### config.mk
export PLATFORM = sky130hd
export DESIGN_NAME = mem_access_ctrl_flat
export DESIGN_NICKNAME = d
export VERILOG_FILES = /design/src/rtl/mem_access_ctrl_pkg.sv /design/src/rtl/mem_access_ctrl_if.sv /design/src/rtl/mem_access_ctrl_arbiter.sv /design/src/rtl/mem_access_ctrl.sv /design/src/flat_wrapper.sv
export SDC_FILE = /design/constraint.sdc
export NUM_CORES = 1
export LEC_CHECK = 0
export BUFFER_PORTS_ARGS = -buffer_cell sky130_fd_sc_hd__buf_2
export CORE_MARGIN = 2
export CORE_UTILIZATION = 44
export DETAILED_ROUTE_END_ITERATION = 6
export PLACE_DENSITY = 0.78
export SLEW_MARGIN = 20
export SYNTH_ARGS = -nofsm -noshare
export SYNTH_HDL_FRONTEND = slang
export SYNTH_SLANG_ARGS = --single-unit
### constraint.sdc
create_clock -name clk -period 1.6 [get_ports clk]
set_input_delay 0 -clock clk [delete_from_list [all_inputs] [get_ports clk]]
set_output_delay 0 -clock clk [all_outputs]
set_load 0.03 [all_outputs]
### src/rtl/mem_access_ctrl_pkg.sv
// Shared types for the memory access controller: FSM states, requester ids
// and the default main-memory depth in 32-bit words.
package mem_ctrl_pkg;

  localparam int DEPTH_WORDS_DEFAULT = 8192;

  typedef enum logic [1:0] {
    ST_IDLE   = 2'd0,
    ST_ACCESS = 2'd1,
    ST_RESP   = 2'd2
  } state_e;

  typedef enum logic {
    PORT_IF = 1'b0,
    PORT_D  = 1'b1
  } port_e;

endpackage

### src/rtl/mem_access_ctrl_if.sv
// Bus bundle between the requesters/main memory and the access controller.
// slave: the controller's view; master: the requesters' and memory's view.
interface mem_access_ctrl_if;

  logic        if_req_valid;
  logic        if_req_ready;
  logic [31:0] if_req_addr;
  logic        if_rsp_valid;
  logic        if_rsp_ready;
  logic [31:0] if_rsp_data;

  logic        d_req_valid;
  logic        d_req_ready;
  logic        d_req_we;
  logic [31:0] d_req_addr;
  logic [31:0] d_req_wdata;
  logic        d_rsp_valid;
  logic        d_rsp_ready;
  logic [31:0] d_rsp_rdata;
  logic        d_rsp_err;

  logic [31:0] mem_address;
  logic        mem_read_enable;
  logic        mem_write_enable;
  logic [31:0] mem_data_in;
  logic [31:0] mem_data_out;

  modport slave (
    input  if_req_valid, if_req_addr, if_rsp_ready,
    input  d_req_valid, d_req_we, d_req_addr, d_req_wdata, d_rsp_ready,
    input  mem_data_out,
    output if_req_ready, if_rsp_valid, if_rsp_data,
    output d_req_ready, d_rsp_valid, d_rsp_rdata, d_rsp_err,
    output mem_address, mem_read_enable, mem_write_enable, mem_data_in
  );

  modport master (
    output if_req_valid, if_req_addr, if_rsp_ready,
    output d_req_valid, d_req_we, d_req_addr, d_req_wdata, d_rsp_ready,
    output mem_data_out,
    input  if_req_ready, if_rsp_valid, if_rsp_data,
    input  d_req_ready, d_rsp_valid, d_rsp_rdata, d_rsp_err,
    input  mem_address, mem_read_enable, mem_write_enable, mem_data_in
  );

endinterface

### src/rtl/mem_access_ctrl_arbiter.sv
// mem_arbiter: two-way round-robin grant between instruction fetch and data.
// On a tie the port that did not win last time is chosen; last-grant starts
// at IF so the very first tie goes to data.
module mem_arbiter
  import mem_ctrl_pkg::*;
(
  input  logic  clk,
  input  logic  rst_n,
  input  logic  i_if_valid,
  input  logic  i_d_valid,
  input  logic  i_accept,
  output port_e o_grant
);

  port_e r_last;

  // Pick the winner: lone requester wins, a tie goes away from the last winner
  always_comb begin
    o_grant = PORT_IF;
    if (i_if_valid && i_d_valid) begin
      o_grant = (r_last == PORT_IF) ? PORT_D : PORT_IF;
    end else if (i_d_valid) begin
      o_grant = PORT_D;
    end
  end

  // Remember the winner of each accepted request
  always_ff @(posedge clk) begin
    if (!rst_n) begin
      r_last <= PORT_IF;
    end else if (i_accept) begin
      r_last <= o_grant;
    end
  end

endmodule

### src/rtl/mem_access_ctrl.sv
// mem_access_ctrl: shares one single-port main memory between an instruction
// fetch port and a data port. One request in flight: IDLE -> ACCESS -> RESP.
// Optional feature macro: MEM_BOUNDS_CHECK_EN (misaligned / out-of-range
// accesses skip the memory and answer with data 0 and d_rsp_err=1).
module mem_access_ctrl
  import mem_ctrl_pkg::*;
#(
  parameter int DEPTH_WORDS = DEPTH_WORDS_DEFAULT
) (
  input logic              clk,
  input logic              rst_n,
  mem_access_ctrl_if.slave bus
);

  state_e      r_state;
  state_e      w_state_next;
  port_e       r_port;
  port_e       w_grant;
  logic        r_we;
  logic [29:0] r_word;
  logic [31:0] r_wdata;
  logic [31:0] r_rsp_data;
  logic        w_any_valid;
  logic        w_accept;
  logic        w_bad;
  logic        w_rsp_ready;
  logic [29:0] w_req_word;

  assign w_any_valid = bus.if_req_valid || bus.d_req_valid;
  assign w_accept    = rst_n && (r_state == ST_IDLE) && w_any_valid;
  assign w_req_word  = (w_grant == PORT_D) ? bus.d_req_addr[31:2] : bus.if_req_addr[31:2];
  assign w_rsp_ready = (r_port == PORT_IF) ? bus.if_rsp_ready : bus.d_rsp_ready;

  mem_arbiter u_arb (
    .clk        (clk),
    .rst_n      (rst_n),
    .i_if_valid (bus.if_req_valid),
    .i_d_valid  (bus.d_req_valid),
    .i_accept   (w_accept),
    .o_grant    (w_grant)
  );

`ifdef MEM_BOUNDS_CHECK_EN
  localparam logic [29:0] LP_DEPTH = 30'(DEPTH_WORDS);
  logic r_mis;
  logic r_err;

  // Capture misalignment of the accepted request; latch its error on the ACCESS edge
  always_ff @(posedge clk) begin
    if (!rst_n) begin
      r_mis <= 1'b0;
      r_err <= 1'b0;
    end else begin
      if (w_accept) begin
        r_mis <= (w_grant == PORT_D) ? (bus.d_req_addr[1:0] != 2'b00)
                                     : (bus.if_req_addr[1:0] != 2'b00);
      end
      if (r_state == ST_ACCESS) begin
        r_err <= w_bad;
      end
    end
  end

  assign w_bad         = r_mis || (r_word >= LP_DEPTH);
  assign bus.d_rsp_err = r_err;
`else
  assign w_bad         = 1'b0;
  assign bus.d_rsp_err = 1'b0;
`endif

  // State register and capture of the request accepted in IDLE
  always_ff @(posedge clk) begin
    if (!rst_n) begin
      r_state <= ST_IDLE;
      r_port  <= PORT_IF;
      r_we    <= 1'b0;
      r_word  <= '0;
      r_wdata <= '0;
    end else begin
      r_state <= w_state_next;
      if (w_accept) begin
        r_port  <= w_grant;
        r_we    <= (w_grant == PORT_D) && bus.d_req_we;
        r_word  <= w_req_word;
        r_wdata <= bus.d_req_wdata;
      end
    end
  end

  // Response data: memory read data on the ACCESS edge, zero for stores and errors
  always_ff @(posedge clk) begin
    if (!rst_n) begin
      r_rsp_data <= '0;
    end else if (r_state == ST_ACCESS) begin
      r_rsp_data <= (r_we || w_bad) ? 32'd0 : bus.mem_data_out;
    end
  end

  assign bus.if_rsp_data = r_rsp_data;
  assign bus.d_rsp_rdata = r_rsp_data;

  // Next state, handshakes and memory strobes (strobes also gated by rst_n)
  always_comb begin
    w_state_next         = r_state;
    bus.if_req_ready     = 1'b0;
    bus.d_req_ready      = 1'b0;
    bus.if_rsp_valid     = 1'b0;
    bus.d_rsp_valid      = 1'b0;
    bus.mem_address      = '0;
    bus.mem_read_enable  = 1'b0;
    bus.mem_write_enable = 1'b0;
    bus.mem_data_in      = '0;
    case (r_state)
      ST_IDLE: begin
        if (rst_n && w_any_valid) begin
          bus.if_req_ready = (w_grant == PORT_IF);
          bus.d_req_ready  = (w_grant == PORT_D);
          w_state_next     = ST_ACCESS;
        end
      end
      ST_ACCESS: begin
        bus.mem_address = {2'b00, r_word};
        if (rst_n && !w_bad) begin
          bus.mem_read_enable  = !r_we;
          bus.mem_write_enable = r_we;
          bus.mem_data_in      = r_we ? r_wdata : 32'd0;
        end
        w_state_next = ST_RESP;
      end
      ST_RESP: begin
        bus.if_rsp_valid = (r_port == PORT_IF);
        bus.d_rsp_valid  = (r_port == PORT_D);
        if (w_rsp_ready) begin
          w_state_next = ST_IDLE;
        end
      end
      default: w_state_next = ST_IDLE;
    endcase
  end

endmodule

### src/flat_wrapper.sv
// flat-port wrapper written by rule: the top's interface ports become plain ports
module mem_access_ctrl_flat import mem_ctrl_pkg::*;
#(
  parameter int DEPTH_WORDS = DEPTH_WORDS_DEFAULT
)
  (clk, rst_n, bus_if_req_valid, bus_if_req_addr, bus_if_rsp_ready, bus_d_req_valid, bus_d_req_we, bus_d_req_addr, bus_d_req_wdata, bus_d_rsp_ready, bus_mem_data_out, bus_if_req_ready, bus_if_rsp_valid, bus_if_rsp_data, bus_d_req_ready, bus_d_rsp_valid, bus_d_rsp_rdata, bus_d_rsp_err, bus_mem_address, bus_mem_read_enable, bus_mem_write_enable, bus_mem_data_in);
  mem_access_ctrl_if bus_i ();
  input logic clk;
  input logic rst_n;
  input wire logic [$bits(bus_i.if_req_valid)-1:0] bus_if_req_valid;
  input wire logic [$bits(bus_i.if_req_addr)-1:0] bus_if_req_addr;
  input wire logic [$bits(bus_i.if_rsp_ready)-1:0] bus_if_rsp_ready;
  input wire logic [$bits(bus_i.d_req_valid)-1:0] bus_d_req_valid;
  input wire logic [$bits(bus_i.d_req_we)-1:0] bus_d_req_we;
  input wire logic [$bits(bus_i.d_req_addr)-1:0] bus_d_req_addr;
  input wire logic [$bits(bus_i.d_req_wdata)-1:0] bus_d_req_wdata;
  input wire logic [$bits(bus_i.d_rsp_ready)-1:0] bus_d_rsp_ready;
  input wire logic [$bits(bus_i.mem_data_out)-1:0] bus_mem_data_out;
  output wire logic [$bits(bus_i.if_req_ready)-1:0] bus_if_req_ready;
  output wire logic [$bits(bus_i.if_rsp_valid)-1:0] bus_if_rsp_valid;
  output wire logic [$bits(bus_i.if_rsp_data)-1:0] bus_if_rsp_data;
  output wire logic [$bits(bus_i.d_req_ready)-1:0] bus_d_req_ready;
  output wire logic [$bits(bus_i.d_rsp_valid)-1:0] bus_d_rsp_valid;
  output wire logic [$bits(bus_i.d_rsp_rdata)-1:0] bus_d_rsp_rdata;
  output wire logic [$bits(bus_i.d_rsp_err)-1:0] bus_d_rsp_err;
  output wire logic [$bits(bus_i.mem_address)-1:0] bus_mem_address;
  output wire logic [$bits(bus_i.mem_read_enable)-1:0] bus_mem_read_enable;
  output wire logic [$bits(bus_i.mem_write_enable)-1:0] bus_mem_write_enable;
  output wire logic [$bits(bus_i.mem_data_in)-1:0] bus_mem_data_in;
  assign bus_i.if_req_valid = bus_if_req_valid;
  assign bus_i.if_req_addr = bus_if_req_addr;
  assign bus_i.if_rsp_ready = bus_if_rsp_ready;
  assign bus_i.d_req_valid = bus_d_req_valid;
  assign bus_i.d_req_we = bus_d_req_we;
  assign bus_i.d_req_addr = bus_d_req_addr;
  assign bus_i.d_req_wdata = bus_d_req_wdata;
  assign bus_i.d_rsp_ready = bus_d_rsp_ready;
  assign bus_i.mem_data_out = bus_mem_data_out;
  assign bus_if_req_ready = bus_i.if_req_ready;
  assign bus_if_rsp_valid = bus_i.if_rsp_valid;
  assign bus_if_rsp_data = bus_i.if_rsp_data;
  assign bus_d_req_ready = bus_i.d_req_ready;
  assign bus_d_rsp_valid = bus_i.d_rsp_valid;
  assign bus_d_rsp_rdata = bus_i.d_rsp_rdata;
  assign bus_d_rsp_err = bus_i.d_rsp_err;
  assign bus_mem_address = bus_i.mem_address;
  assign bus_mem_read_enable = bus_i.mem_read_enable;
  assign bus_mem_write_enable = bus_i.mem_write_enable;
  assign bus_mem_data_in = bus_i.mem_data_in;
  mem_access_ctrl #(.DEPTH_WORDS(DEPTH_WORDS)) u_core (.clk(clk), .rst_n(rst_n), .bus(bus_i));
endmodule
==> key figures, run 1 <==
Timing
  • Pins over their slew limit: 0
  • Final min period: between 1.5 and 2 ns
  • Final hold vios: 0
  • Slew Limit Headroom: 66.5%
  • Slew @ Worst Pin: between 0.5 and 0.6 ns
  • Layout Skew: approximately 0.012 ns
  • RSZ-0062 raised after global routing: yes
  • Max frequency: roughly 580 MHz
  • Final worst slack: -0.124 ns
  • Final period util: 108%
  • Setup TNS: -4.85 ns
  • Final Setup Violations: 57

Power and ir drop
  • Leak pwr: about 4 nW
  • PwrDens: between 700 and 800 nW/um^2
  • Tot Pwr: roughly 6.2 mW
  • Worst ir drop on vdd: ~0.57 mV

Route
  • DRT met1 WL: roughly 6.2 mm
  • Detailed Routing Iterations Pass 1: 7
  • Detailed-routed wire length on met3: ~860 um
  • DR vias/cell: between 4 and 5
  • Post-route ant nets: 0
  • Vias: 4,787
  • Met2 WL: around 9.3 mm
  • Total Wirelength: about 17 mm
  • Initial drt markers: approximately 210
  • Avg WL per Cell: approximately 18 um
  • Post-route DRC: 0
  • Top sig layer: met4

Clock network
  • Reg clk slew, reported paths: about 0.10 ns
  • TritonCTS clock tree: done
  • CTS root buffer: clkbuf_8
  • Worst-Skew Late Latency: about 0.36 ns
  • Num CTS Buffers: 9
  • Maximum clock insertion buffer count: 2
  • Number of H-tree levels: 3
  • Clock sinks: roughly 100

Logic synthesis
  • Number of distinct library cells after synthesis: 24
  • Syn avg cell area: 9.68 sq um
  • Largest area contributor in the netlist: dfxtp_1
  • Ranking of synthesized cells by area: dfxtp_1 43%, mux2i_1 21%, and2_1 8.7%
  • Seq cells post-synth: 98
  • Cell Area, Synth: roughly 4500 sq um
  • Multiplexer share of the synthesized area: between 20 and 25%
  • Synth Instances: 467
  • Post-synth top area share: 43.4%
  • Ys Warns: 0
  • Simple-Gate Fraction of Synth Area: 16.2%
  • Compound-Gate Fraction of Synth Area: 7.00%
  • Seq/Total Area, Yosys: around 43%
  • Post-Synth XOR/XNOR Area: 0%
  • Main combinational cell family by area after synthesis: multiplexers
  • Adder-cell area share of the yosys netlist: 0%

Global routing
  • Largest net degree at the start of global routing: between 40 and 50
  • First-pass GRT wire length: between 20 and 30 mm
  • GR Util All Layers: 29.3%
  • Grt ovf: 0
  • Antenna violations before repair: 0
  • Number of global-route vias before repair: 5,037

Die
  • I/O pin count: 270
  • Die width: roughly 110 um
  • Row count: 37
  • Die Ht: approximately 110 um
  • Core area: 10,100 sq um
  • Die area: 11,100 sq um
  • Initial Util: between 40 and 50%

Worst setup path
  • Crit-path leading delay family: simple AND/OR/NAND/NOR gates
  • CP max stage cell: dfxtp_2
  • Crit Path Max Fanout: 8
  • CP Capture Type: output port
  • Worst EP arrival: between 1.5 and 2 ns
  • Req. time, crit path: about 1.6 ns
  • Setup Crit Path Kind: flip-flop to output port
  • CP bufs+invs: 3
  • Crit-path most repeated cell: buf_6
  • Max incr delay on CP: between 0.3 and 0.4 ns
  • CP Launch Type: flip-flop
  • Cell Chain, Critical Path: and2b_2, buf_6, and3_4, clkbuf_16, and2_1, buf_6

Finish
  • Area Growth Syn to Fin: 73.0%
  • Antenna cells: 0
  • Share of post-route cells with drive strength above 1: about 40%
  • Fill cell count: 618
  • Nets@finish: 964

Run status
  • Status: finished, violations left
  • Violated checks: setup timing

Placement
  • Detail Placement HPWL: just under 9 mm
  • Gpl congestion: around 0.79
  • Number of port buffers: around 260

Min path
  • HP Class: input port to flip-flop

Flow run
  • Max Cap Viol: 0
-- what timing repair did --
item                       in CTS  in global routing
setup endpoints to repair      89                102
buffers inserted                4                  0
hold endpoints to repair       97                  0
gates resized for setup       127                 21
pin swaps                       1                  5
hold buffers                  129                  0
cloned                          1                  3
-- Yosys cell counts (all sizes together) --
| cell type | number |
|---|---|
| clkbuf | 16 |
| nor3b | 1 |
| a311oi | 1 |
| dfxtp | 98 |
| nand2 | 62 |
| nor2 | 5 |
| nor2b | 2 |
| a21oi | 3 |
| a21boi | 1 |
| inv | 33 |
| and2 | 63 |
| conb | 1 |
| a22o | 32 |
| mux2i | 93 |
| and2b | 1 |
| o21ai | 1 |
| and3 | 2 |
| nand4bb | 1 |
| buf | 49 |
| or3b | 1 |
| nor3 | 1 |
-- path summary, 6_finish.rpt --
kind                         end  slack, ns               start  depth (start not counted)
min reg2reg   u_core.r_wdata[31]       0.46  u_core.r_wdata[31]                          2
min            u_core.r_state[1]       0.11               rst_n                          3
max reg2reg    u_core.r_wdata[0]      -0.01   u_core.r_state[1]                          4
max          bus_mem_data_in[28]      -0.12   u_core.r_state[1]                          6
-- per-stage QoR --
| step | cell area [sq um] | utilization, % | std cells | hold WS (ns) | worst slack [ns] |
|---|---|---|---|---|---|
| 3_5_place_dp | 5780 | 57.0 | 817 | 0.219 | -0.195 |
| 3_3_place_gp | 5780 | 57.0 | 817 | 0.216 | -0.0943 |
| 5_1_grt | 7820 | 77.2 | 970 | 0.129 | -0.183 |
| 4_1_cts | 7710 | 76.0 | 967 | 0.0403 | -0.124 |
| 2_1_floorplan | 4530 | - | 469 | 0.116 | 0.0182 |
| 6_report | 7820 | 77.2 | 970 | 0.107 | -0.124 |
-- worst min-delay path: cells and delay by family --
kind	cells	cell delay, ns
buffers and inverters	2	0.28
AND/OR/NAND/NOR	1	0.14
-- registers in the layout, summed over array words and instances, names as in the netlist --
signal / cells
u_core.bus.d_rsp_rdata: 32
u_core.r_we: 1
u_core.r_port: 1
u_core.r_word: 30
u_core.r_state: 2
u_core.r_wdata: 32
-- layout make-up --
class,instances,area [sq um],share of cell area [%]
inverter,33,124,1.58
clock inverter,7,76.3,0.976
sequential,98,1960,25.1
clock buffer,9,124,1.58
timing repair buffer,413,3260,41.7
tap,136,170,2.18
multi-input combinational,274,2100,26.9
-- kinds of logic after synthesis --
group / count (synthesis)
other: 1
multiplexers: 93
flip-flops: 98
AND/OR/NAND/NOR: 139
AO/OA/AOI/OAI: 38
buffers and inverters: 98
-- where the power goes --
group | leakage [nW] | total, mW | switching, mW | internal, mW
Combinational | 3.03 | 1.74 | 0.908 | 0.836
Clock | 0.0962 | 1.65 | 0.910 | 0.735
Sequential | 0.809 | 2.85 | 0.159 | 2.69
-- layer usage --
| layer | GRT usage, % | vias to the layer above |
|---|---|---|
| met1 | 29.5 | 2277 |
| met3 | 5.32 | 65 |
| li1 | - | 2215 |
| met4 | 15.1 | 0 |
| met5 | 0 | - |
| met2 | 56.6 | 230 |
-- placed cells by master, fill, tap and decap left out, types with 2 or more instances in the layout --
| cell type | instances |
|---|---|
| buf_2 | 206 |
| dlygate4sd3_1 | 129 |
| dfxtp_1 | 96 |
| mux2i_1 | 92 |
| nand2_1 | 62 |
| buf_6 | 51 |
| and2_1 | 37 |
| inv_1 | 33 |
| a22o_1 | 32 |
| and2_4 | 26 |
| buf_4 | 15 |
| clkbuf_8 | 9 |
| buf_12 | 8 |
| nor2_1 | 3 |
| a21oi_1 | 3 |
| conb_1 | 3 |
| nor2b_1 | 2 |
| nor2_4 | 2 |
| inv_6 | 2 |
| clkinvlp_4 | 2 |
| clkbuf_16 | 2 |
| dfxtp_2 | 2 |
Note: power is estimated with default switching activity, not from simulation.
==> inputs of run 2 (changes only) <==
--- a/config.mk
+++ b/config.mk
@@ -6,10 +6,11 @@
 export NUM_CORES = 1
 export LEC_CHECK = 0
 export BUFFER_PORTS_ARGS = -buffer_cell sky130_fd_sc_hd__buf_2
+export CORE_ASPECT_RATIO = 0.7
 export CORE_MARGIN = 2
-export CORE_UTILIZATION = 44
+export CORE_UTILIZATION = 39
 export DETAILED_ROUTE_END_ITERATION = 6
-export PLACE_DENSITY = 0.78
+export PLACE_DENSITY = 0.73
 export SLEW_MARGIN = 20
 export SYNTH_ARGS = -nofsm -noshare
 export SYNTH_HDL_FRONTEND = slang
==> constraint.sdc (replaced) <==
create_clock -name clk -period 1.45 [get_ports clk]
set_input_delay 0 -clock clk [delete_from_list [all_inputs] [get_ports clk]]
set_output_delay 0 -clock clk [all_outputs]
set_load 0.03 [all_outputs]
==> key figures, run 2 (synthesized netlist as in run 1, its figures left out) <==
Power and ir drop
  • PwrDens: 921 nW/um^2
  • Worst ir drop on vdd: around 0.57 mV
  • Leak pwr: between 4 and 5 nW

Global routing
  • First-pass GRT wire length: around 25 mm
  • Largest net degree at the start of global routing: 45
  • Antenna violations before repair: 0
  • Grt ovf: 0
  • GR Util All Layers: 25.4%
  • Number of global-route vias before repair: ~5,000

Flow run
  • Max Cap Viol: 0

Worst setup path
  • Crit Path Max Fanout: 6
  • CP Capture Type: flip-flop
  • Worst EP arrival: around 1.9 ns
  • Crit-path most repeated cell: buf_12
  • Cell Chain, Critical Path: or3b_4, buf_6, nor2_8, buf_12, buf_12, mux2i_2
  • Max incr delay on CP: 0.40 ns
  • Req. time, crit path: 1.69 ns
  • CP Launch Type: flip-flop
  • Setup Crit Path Kind: flip-flop to flip-flop
  • CP max stage cell: or3b_4

Die
  • Die area: approximately 12,000 sq um
  • I/O pin count: 270
  • Die width: about 130 um
  • Die Ht: roughly 94 um
  • Row count: 32
  • Initial Util: around 40%
  • Core area: 11,200 sq um

Finish
  • Leading cell type in the layout, fill and taps excluded: buf_2
  • Most frequent cells in the layout: 196 x buf_2, 121 x dlygate4sd3_1, 95 x dfxtp_1
  • Fill cell count: 695
  • Design Area, Final: ~8300 sq um
  • Sequential Area: 1970 sq um
  • Antenna cells: 0
  • Nets@finish: just under 1,000
  • Share of post-route cells with drive strength above 1: a little under half
  • Multi-input logic area: about 2200 sq um
  • Area Growth Syn to Fin: 84.1%

Clock network
  • TritonCTS clock tree: done
  • Num CTS Buffers: 9
  • CTS root buffer: clkbuf_16
  • Clock sinks: a little under 100
  • Reg clk slew, reported paths: about 0.07 ns
  • Number of H-tree levels: 3
  • Worst-Skew Late Latency: 0.34 ns
  • Maximum clock insertion buffer count: 2

Timing
  • Final worst slack: -0.185 ns
  • Slew Limit Headroom: a little under two thirds
  • Slew @ Worst Pin: about 0.54 ns
  • Final Setup Violations: roughly 100
  • Layout Skew: about 0.012 ns
  • Final min period: 1.64 ns
  • Final period util: 113%
  • WHS: -0.0124 ns
  • Max frequency: roughly 600 MHz
  • Pins over their slew limit: 0
  • RSZ-0062 raised after global routing: yes
  • Setup TNS: -7.78 ns
  • Final hold vios: 2

Placement
  • Detail Placement HPWL: a little over 9 mm
  • Gpl congestion: 0.767
  • Number of port buffers: ~260
  • Area post-placement: about 5800 sq um

Route
  • Vias: around 4,900
  • Initial drt markers: approximately 180
  • Total Wirelength: between 15 and 20 mm
  • Post-route DRC: 0
  • Detailed Routing Iterations Pass 1: 4
  • Avg WL per Cell: 18.3 um
  • Post-route ant nets: 0
  • DR vias/cell: slightly below 5

Min path
  • HP Class: input port to flip-flop

Run status
  • Status: finished, violations left
  • Violated checks: hold timing, setup timing
run 2: changes by cell type in the layout (fill, tap and decap cells not counted), moves of 9 or more:
cell       delta
and2_1       -24
and2_4       +24
buf_2        -10
buf_6        +18
clkbuf_16    +14
clkbuf_8      -9
run 2: final timing paths:
| check | end | slack [ns] | start | depth (start not counted) |
|---|---|---|---|---|
| worst min-delay path | u_core.r_word[2] | -0.01 | bus_if_req_addr[4] | 3 |
| worst min register to register | u_core.r_word[1] | 0.45 | u_core.r_word[1] | 2 |
| worst max register to register | u_core.r_wdata[19] | -0.19 | u_core.r_state[1] | 6 |
| worst max-delay path | u_core.r_wdata[19] | -0.19 | u_core.r_state[1] | 6 |
run 2: routing by layer:
layer / GRT usage [%] / wire length [um] / vias to the layer above / part of all wire, %
met1: 27.8 / 7190 / 2315 / 39
met2: 47.1 / 9390 / 236 / 52
met3: 6.20 / 1050 / 54 / 5.8
met5: 0 / 0 / - / 0
li1: - / - / 2246 / -
met4: 10.8 / 596 / 0 / 3.3
run 2: worst max-delay path: cells and delay by family, from the launching register on:
family,cells,cell delay [ns]
buffers and inverters,3,0.41
DFF,1,0.33
and+or+nand+nor,2,0.53
muxes,1,0.27
run 2: final cells by class:
type	count	area share (%)
timing repair buffer	418	42.3
clock inverter	5	0.646
multi-input combinational	278	26.8
inverter	33	1.49
tap	153	2.30
clock buffer	10	2.75
sequential	98	23.6
run 2: power breakdown:
part	internal [mW]	leakage, nW	total [mW]	switching (mW)
Combinational	1.10	3.18	2.18	1.07
Sequential	2.98	0.809	3.16	0.186
Clock	1.33	0.142	2.32	0.997
Total	5.41	4.14	7.66	2.26
run 2: repair_timing:
item                                    4_1_cts  5_1_grt
setup buffers                                 8        3
hold buffers                                121        0
resized for setup                           122      117
gates cloned                                  6       10
endpoints found under the setup margin      115      162
endpoints found under the hold margin        93        0
pin swaps                                    26       43
run 2: metrics by stage:
step	total power, mW	cells	utilization, %	setup slack [ns]
after floorplan	4.22	469	-	0.0125
after global placement	4.63	835	52.0	0.00651
after detailed placement	4.68	835	52.0	-0.0640
after CTS	7.37	983	69.8	-0.0931
after global routing	7.94	995	74.5	-0.206
final	7.66	995	74.5	-0.185
